===== src/rtl/keypad_scan_debounce.sv =====
// keypad_scan_debounce
//   Front-end conditioner for the 12-key keypad. Synchronises the raw key lines, debounces press
//   and release, rejects multi-key chords, and emits one strobe per accepted press. While a key
//   is held it can also emit auto-repeat strobes.
//
// Ports
//   clk        system clock, rising edge
//   resetn     asynchronous active-low reset
//   keypad_in  raw key lines, 1 = pressed; bit i = key i (0-9 digits, 10 = '*', 11 = '#')
//   key_valid  one-cycle strobe, key_code is valid
//   key_code   code of the accepted key (0-11), held between strobes
//   key_repeat high together with key_valid when the strobe is an auto-repeat
//   key_held   high while a debounced key is held
//   key_error  one-cycle pulse when a multi-key chord is rejected
module keypad_scan_debounce #(
  parameter int unsigned DEBOUNCE_CYCLES = 500000,
  parameter int unsigned REPEAT_DELAY    = 25000000,
  parameter int unsigned REPEAT_RATE     = 5000000,
  parameter bit          REPEAT_EN       = 1'b1,
  parameter int unsigned CNT_W           = 25
) (
  input  logic        clk,
  input  logic        resetn,
  input  logic [11:0] keypad_in,
  output logic        key_valid,
  output logic [3:0]  key_code,
  output logic        key_repeat,
  output logic        key_held,
  output logic        key_error
);

  localparam logic [CNT_W-1:0] DebLast   = CNT_W'(DEBOUNCE_CYCLES - 1);
  localparam logic [CNT_W-1:0] DelayLast = CNT_W'(REPEAT_DELAY - 1);
  localparam logic [CNT_W-1:0] RateLast  = CNT_W'(REPEAT_RATE - 1);
  localparam logic [CNT_W-1:0] CntOne    = CNT_W'(1);
  localparam bit               DebOne    = (DEBOUNCE_CYCLES <= 1);

  typedef enum logic [2:0] {
    StIdle,
    StPressWait,
    StHeld,
    StReleaseWait,
    StChord
  } state_e;

  state_e           state_q;
  logic [11:0]      sync1_q, sync2_q;
  logic [3:0]       cand_q;
  // cnt_q counts consecutive qualifying cycles, including the cycle that entered the state, so
  // reaching DebLast means DEBOUNCE_CYCLES stable samples have been seen.
  logic [CNT_W-1:0] cnt_q;
  // rcnt_q counts held cycles since the last strobe; rep_first_q selects delay vs. rate target.
  logic [CNT_W-1:0] rcnt_q;
  logic             rep_first_q;

  logic             s_none, s_multi, s_single, s_is_cand;
  logic [3:0]       s_idx;
  logic [11:0]      cand_onehot;
  logic [CNT_W-1:0] rep_last;
  logic             press_fire;
  logic [3:0]       press_code;

  // Two-flop synchroniser; everything downstream looks only at sync2_q.
  always_ff @(posedge clk or negedge resetn) begin
    if (!resetn) begin
      sync1_q <= '0;
      sync2_q <= '0;
    end else begin
      sync1_q <= keypad_in;
      sync2_q <= sync1_q;
    end
  end

  always_comb begin
    s_none   = (sync2_q == 12'h000);
    // Clearing the lowest set bit leaves something behind only if two or more bits were set.
    s_multi  = ((sync2_q & (sync2_q - 12'h001)) != 12'h000);
    s_single = !s_none && !s_multi;
    s_idx    = 4'd0;
    for (int i = 0; i < 12; i++) begin
      if (sync2_q[i]) s_idx = 4'(i);
    end
    cand_onehot = 12'h001 << cand_q;
    s_is_cand   = (sync2_q == cand_onehot);
    rep_last    = rep_first_q ? DelayLast : RateLast;

    press_fire = 1'b0;
    press_code = cand_q;
    if (state_q == StIdle && s_single && DebOne) begin
      press_fire = 1'b1;
      press_code = s_idx;
    end
    if (state_q == StPressWait && s_is_cand && cnt_q >= DebLast) begin
      press_fire = 1'b1;
    end
  end

  // Counters stop at their terminal value and are then reloaded, so they never wrap.
  always_ff @(posedge clk or negedge resetn) begin
    if (!resetn) begin
      state_q     <= StIdle;
      cand_q      <= '0;
      cnt_q       <= '0;
      rcnt_q      <= '0;
      rep_first_q <= 1'b1;
      key_valid   <= 1'b0;
      key_code    <= '0;
      key_repeat  <= 1'b0;
      key_held    <= 1'b0;
      key_error   <= 1'b0;
    end else begin
      key_valid  <= 1'b0;
      key_repeat <= 1'b0;
      key_error  <= 1'b0;
      if (press_fire) begin
        key_valid   <= 1'b1;
        key_code    <= press_code;
        cand_q      <= press_code;
        key_held    <= 1'b1;
        rcnt_q      <= '0;
        rep_first_q <= 1'b1;
        state_q     <= StHeld;
      end else begin
        unique case (state_q)
          StIdle: begin
            // A chord arriving from all-released is ignored until it resolves to one key.
            if (s_single) begin
              cand_q  <= s_idx;
              cnt_q   <= CntOne;
              state_q <= StPressWait;
            end
          end
          StPressWait: begin
            if (s_is_cand) begin
              cnt_q <= cnt_q + CntOne;
            end else if (s_multi) begin
              key_error <= 1'b1;
              cnt_q     <= '0;
              state_q   <= StChord;
            end else begin
              state_q <= StIdle;
            end
          end
          StHeld: begin
            if (s_is_cand) begin
              if (REPEAT_EN) begin
                if (rcnt_q >= rep_last) begin
                  key_valid   <= 1'b1;
                  key_repeat  <= 1'b1;
                  rcnt_q      <= '0;
                  rep_first_q <= 1'b0;
                end else begin
                  rcnt_q <= rcnt_q + CntOne;
                end
              end
            end else if (s_none && DebOne) begin
              key_held <= 1'b0;
              state_q  <= StIdle;
            end else begin
              cnt_q   <= s_none ? CntOne : '0;
              state_q <= StReleaseWait;
            end
          end
          StReleaseWait: begin
            // Return on a bounce keeps the repeat phase; another key only restarts the release.
            if (s_is_cand) begin
              state_q <= StHeld;
            end else if (s_none) begin
              if (cnt_q >= DebLast) begin
                key_held <= 1'b0;
                state_q  <= StIdle;
              end else begin
                cnt_q <= cnt_q + CntOne;
              end
            end else begin
              cnt_q <= '0;
            end
          end
          StChord: begin
            if (s_none) begin
              if (cnt_q >= DebLast) begin
                state_q <= StIdle;
              end else begin
                cnt_q <= cnt_q + CntOne;
              end
            end else begin
              cnt_q <= '0;
            end
          end
          default: state_q <= StIdle;
        endcase
      end
    end
  end

endmodule


===== config.mk =====
export PLATFORM = sky130hd
export DESIGN_NAME = keypad_scan_debounce
export DESIGN_NICKNAME = d
export VERILOG_FILES = /design/src/rtl/keypad_scan_debounce.sv
export SDC_FILE = /design/constraint.sdc
export NUM_CORES = 1
export LEC_CHECK = 0
export BUFFER_PORTS_ARGS = -buffer_cell sky130_fd_sc_hd__buf_2
export CAP_MARGIN = 20
export CELL_PAD_IN_SITES_DETAIL_PLACEMENT = 1
export CELL_PAD_IN_SITES_GLOBAL_PLACEMENT = 2
export CORE_ASPECT_RATIO = 0.7
export CORE_UTILIZATION = 43
export CTS_CLUSTER_SIZE = 12
export DETAILED_ROUTE_END_ITERATION = 10
export PLACE_DENSITY = 0.83
export SLEW_MARGIN = 20
export SYNTH_ARGS = -nofsm -noshare
export SYNTH_HDL_FRONTEND = slang
export SYNTH_SLANG_ARGS = --single-unit
export TNS_END_PERCENT = 10

===== constraint.sdc =====
create_clock -name clk -period 8.2 [get_ports clk]
set_input_delay 0.41 -clock clk [delete_from_list [all_inputs] [get_ports clk]]
set_output_delay 0.41 -clock clk [all_outputs]
set_load 0.005 [all_outputs]

After elaboration in Yosys (flattened, before gate mapping)
Index checks and enable logic that the tools add are counted.
{"block": "totals", "out_inout_bits": 8, "wordCells": 107, "inputBits": 14, "ff_bits": 90}
{"block": "op_classes", "reduce_logical": 21, "shifts": 1, "eq_ne": 13, "bitwise_logic": 2, "mux": 53, "addsub": 3, "order_cmp": 2}
{"operator": "$mux W25", "n": 12}
{"operator": "$pmux W25 S5", "n": 1}
{"operator": "$add A25 B1 Y25 const B", "n": 2}
{"operator": "$mux W4", "n": 10}
{"operator": "$ge A25 B19 Y1 const B", "n": 1}
{"operator": "$ge A25 B25 Y1", "n": 1}
{"operator": "$mux W3", "n": 8}
{"operator": "$mux W1", "n": 21}
{"operator": "$pmux W3 S5", "n": 1}
{"operator": "$and A12 B12 Y12", "n": 1}
{"operator": "$eq A12 B12 Y1", "n": 1}
{"operator": "$logic_not A12 Y1", "n": 1}
{"operator": "$ne A3 B3 Y1 const B", "n": 4}
{"operator": "$reduce_bool A12 Y1", "n": 1}
{"operator": "$reduce_bool A2 Y1", "n": 6}
{"operator": "$shl A1 B4 Y12 const A", "n": 1}
{"operator": "$sub A12 B1 Y12 const B", "n": 1}
{"operator": "$reduce_and A3 Y1", "n": 3}
{"operator": "$eq A3 B2 Y1 const B", "n": 2}
{"operator": "$ne A2 B2 Y1 const B", "n": 3}
{"operator": "$reduce_and A6 Y1", "n": 1}
{"operator": "$reduce_bool A5 Y1", "n": 1}
{"operator": "$reduce_and A4 Y1", "n": 1}
{"operator": "$eq A3 B1 Y1 const B", "n": 1}
{"operator": "7 further kinds", "n": 10}

Longest topological paths before layout
{"block": "depth", "ltp_word": 11, "ltp_mapped": 13}

Worst setup path before layout
Ideal clock, no wire load.
{"block": "synth_timing", "path_kind": "reg-to-reg", "start": "register cand_q[1]", "end": "register cnt_q[20]", "period_less_slack_ps": 2947, "stages_incl_launch_ff": 11, "arrival_time_ps": 2830, "path_slack_ps": 5253, "t_required_ps": 8083, "path_buffers": 2, "cell_sequence": "dfrtp_1 buf_4 or4b_1 a211o_1 nand3_1 nor3b_1 and2_1 buf_6 mux2_4 or3_4 and2_4"}
{"block": "synth_via", "elab_chain_cells": 7, "word_cells_on_any_way": 12, "classes_between": "eq/ne (4); shift (1); mux (3); bitwise (1); reduce/logical (3)"}
{"item": "start, declared", "line": "48", "source": "logic [3:0] cand_q;"}
{"item": "start signal, assigned", "line": "118", "source": "cand_q <= press_code;"}
{"item": "start signal, assigned", "line": "128", "source": "cand_q <= s_idx;"}
{"item": "$shl A1 B4 Y12 (*)", "line": "83", "source": "cand_onehot = 12'h001 << cand_q;"}
{"item": "$eq A12 B12 Y1 (*)", "line": "84", "source": "s_is_cand = (sync2_q == cand_onehot);"}
{"item": "$logic_and A1 B1 Y1 (2 in series)", "line": "93", "source": "if (state_q == StPressWait && s_is_cand && cnt_q >= DebLast) begin"}
{"item": "$mux W1", "line": "93"}
{"item": "$not A1 Y1 (no line)"}
{"item": "$reduce_and A6 Y1 (no line)"}
{"item": "end signal, assigned", "line": "129", "source": "cnt_q <= CntOne;"}
{"item": "end signal, assigned", "line": "135", "source": "cnt_q <= cnt_q + CntOne;"}
{"item": "end signal, assigned", "line": "160", "source": "cnt_q <= s_none ? CntOne : '0;"}
{"item": "end, declared", "line": "51", "source": "logic [CNT_W-1:0] cnt_q;"}
Mark *: on every way between the ends. The rest lies on a longest branch, timed or not.
A chain may end at the register's enable or synchronous reset.

Worst setup path after layout
{"block": "layout_timing", "start": "register cand_q[1]", "end": "register cnt_q[0]"}
The elaborated chain is that of the path after synthesis.

==> impl_results.md <==
- Setup Fix Bufs, Post-CTS: 0
- FF-to-FF End: cnt_q[0]
- Avg Vias per Cell: 5.83
- Core area: 0.0111 sq mm
- Drt drc: 0
- Final cell count without fillers: approximately 690
- Register area share after synthesis: between 40% and 50%
- Synth top area share: 44.9%
- CTS Buffer Depth: 2
- Clock transition at path regs: 0.07 ns
- Via count: 3991
- Most common cell after layout, fill and taps aside: dfrtp_1
- Nets@finish: 551
- Global-route wire length before repair: 20600 um
- Antenna diode count: 0
- Placed cell count: 669
- GPL Wtd Cong: 0.877
- Setup violations, final: 0
- Fmax: 0.281 GHz
- Most area-consuming cells after synthesis: dfrtp_1 45%, nor2_1 4.5%, o31ai_1 4.1%
- Ys async rst share: 100%
- Mapped Nets: between 500 and 600
- Worst-path fanout max: 19
- Die footprint: 0.0120 sq mm
- Post-route cell area: roughly 0.0054 sq mm
- Slew Viols, Final: 0
- Max IR drop VDD: 0.116 mV
- Area leader, netlist: dfrtp_1
- Status: finished clean
- Root buffer cell: clkbuf_16
- Share of layout cells above drive strength 1: 10.9%
- Pwr dens: 183 mW/mm^2
- Util after Layout: 48.9%
- TritonRoute pass-1 iters: 4
- Final HPWL DP: 8540 um
- Vias in the first global route: 3911
- DRT iter0 DRCs: 266
- Antenna Violating Nets Remaining: 0
- FILL cells: 1295
- Post_cts resized: 0
- Netlist cell types: 69
- Num ports: 22
- Initial antenna violation count: 0
- Final WL: 12300 um
- DIE WIDTH: between 100 and 150 um
- Hold buffers post-CTS: 0
- Mapped Cells: 523
- Crit path launch type: flip-flop
- Leakage: 2.30 nW
- Die height: slightly above 90 um
- Yosys Warn Count: 0
- Worst Reg-to-Reg Cells: 8
- Crit end category: flip-flop
- Most frequent cells in the layout: 89 x dfrtp_1, 59 x nor2_1, 27 x o31ai_1, 27 x nand2_1, 25 x nor3_1
- WL per Instance: 18.0 um
- CTS Buf Count: 9
- CTS tree: done
- Area delta synth->final: 9.77%
- Placed cell area: roughly 0.0051 sq mm
- CP endpoint: cnt_q[0]
- Worst-Skew Late Latency: 0.35 ns
- Reg-to-Reg Start: cand_q[1]
- CTS Sinks: 90
- CTS H-tree depth: 3
- Largest net degree at the start of global routing: 47
- Row count: 32
- MaxCap Viol Count: 0
- CP Class: reg2reg
- Slew @ Worst Pin: 0.751 ns
- Global Route Usage Sum: 22.4%
- Worst hold path type: in2async
- Final Cycle Share: 43.3%
- Worst EP arrival: 3.79 ns
- Port Buffers: 21
- Required @ worst endpoint: 8.43 ns
- Setup crit start: cand_q[1]
- Post-synth EDFFs: 0
- Final hold vios: 0
- Setup Total Neg Slack: 0 ns
- Syn_area_per_cell: approximately 9.5 sq um
- Dominant synthesized flop cell: dfrtp_1
- Initial Util: 44.5%
- Flops & latches, synth: 90
- Layout Skew: around 0.0094 ns
- Synthesized area: 0.00496 sq mm
- R2r setup slk: 4.65 ns
- Final min period: roughly 3.6 ns
- Rel. slew slack: 49.6%
- Grt ovf: 0
- Unrepaired setup endpoints after global routing: no
-- cell type report --
cell class / count / area, sq um / share of cell area (%)
inverters: 17 / 63.8 / 1.17
well taps: 153 / 191 / 3.52
multi-input cells: 386 / 2500 / 45.9
clock inverters: 7 / 86.3 / 1.59
flip-flops and latches: 90 / 2250 / 41.4
repair buffers: 23 / 123 / 2.25
clock buffers: 9 / 225 / 4.14
-- registers in the layout, summed over array words and instances, names as in the netlist --
signal,flops
key_valid,1
sync1_q,12
key_repeat,1
rcnt_q,25
key_held,1
key_error,1
cnt_q,25
cand_q,4
state_q,3
key_code,4
rep_first_q,1
sync2_q,12
-- Yosys cell counts, types with 4 or more instances --
| cell | n |
|---|---|
| a211oi_1 | 10 |
| a21oi_1 | 18 |
| a31oi_1 | 6 |
| and2_1 | 4 |
| and3_1 | 10 |
| and4_1 | 5 |
| buf_2 | 8 |
| clkbuf_1 | 19 |
| dfrtp_1 | 89 |
| ha_1 | 10 |
| inv_1 | 17 |
| mux2_2 | 5 |
| nand2_1 | 27 |
| nand2b_1 | 12 |
| nand3_1 | 20 |
| nand4_1 | 9 |
| nand4b_1 | 4 |
| nor2_1 | 59 |
| nor2b_1 | 13 |
| nor3_1 | 25 |
| nor3b_1 | 4 |
| nor4_1 | 12 |
| nor4b_1 | 4 |
| o211ai_1 | 4 |
| o21ai_0 | 17 |
| o21bai_1 | 4 |
| o31ai_1 | 27 |
| xnor2_1 | 22 |
-- cell families after synthesis --
| family | share of synthesized area, % |
|---|---|
| AND/OR/NAND/NOR | 25.5 |
| buffers and inverters | 4.14 |
| XOR/XNOR | 4.24 |
| AO/OA/AOI/OAI | 15.8 |
| adder cells (fa/ha/maj) | 2.73 |
| flip-flops | 45.5 |
| multiplexers | 2.17 |
-- critical path, stage by stage, from the launching register on --
cell and delay, ns:
dfrtp_1 0.59, or4b_1 0.59, a211o_1 0.30, nand3_1 0.10, nor3b_1 0.37, and2_1 0.41, a211o_1 0.60, nor2_4 0.13
mux2_1 0.34
-- worst min-delay path by stage --
stage | end | depth (start not counted) | from | slack [ns]
global route | cand_q[0] | 1 | resetn | 0.09
floorplan | cand_q[0] | 0 | resetn | 0.11
finish | cand_q[0] | 1 | resetn | 0.05
global placement | sync2_q[1] | 0 | sync1_q[1] | 0.33
CTS | cand_q[0] | 1 | resetn | 0.06
detailed placement | sync2_q[2] | 0 | sync1_q[2] | 0.34
-- where the power goes --
part | internal (mW) | total (mW) | leakage, nW | switching (mW)
registers | 0.455 | 0.481 | 1.19 | 0.0258
clock network | 0.218 | 0.422 | 0.150 | 0.205
logic | 0.0347 | 0.0946 | 0.958 | 0.0598
-- routing by layer --
metal  share of wire, %  track usage, %  up-vias
met1                 51            33.3     1990
li1                   -               -     1921
met4               0.91            5.62        0
met5                  0               0        -
met3                5.0            4.73        9
met2                 43            32.9       71
-- through the flow --
| stage | setup WS (ns) | hold WS (ns) | power [mW] |
|---|---|---|---|
| 2_1_floorplan | 5.25 | 0.114 | 0.554 |
| 4_1_cts | 4.67 | 0.0646 | 1.01 |
| 3_3_place_gp | 4.80 | 0.332 | 0.578 |
| 3_5_place_dp | 4.70 | 0.336 | 0.583 |
| 5_1_grt | 4.45 | 0.0945 | 1.04 |
| 6_report | 4.65 | 0.0512 | 0.998 |
Power figures use the tool's default switching activity.
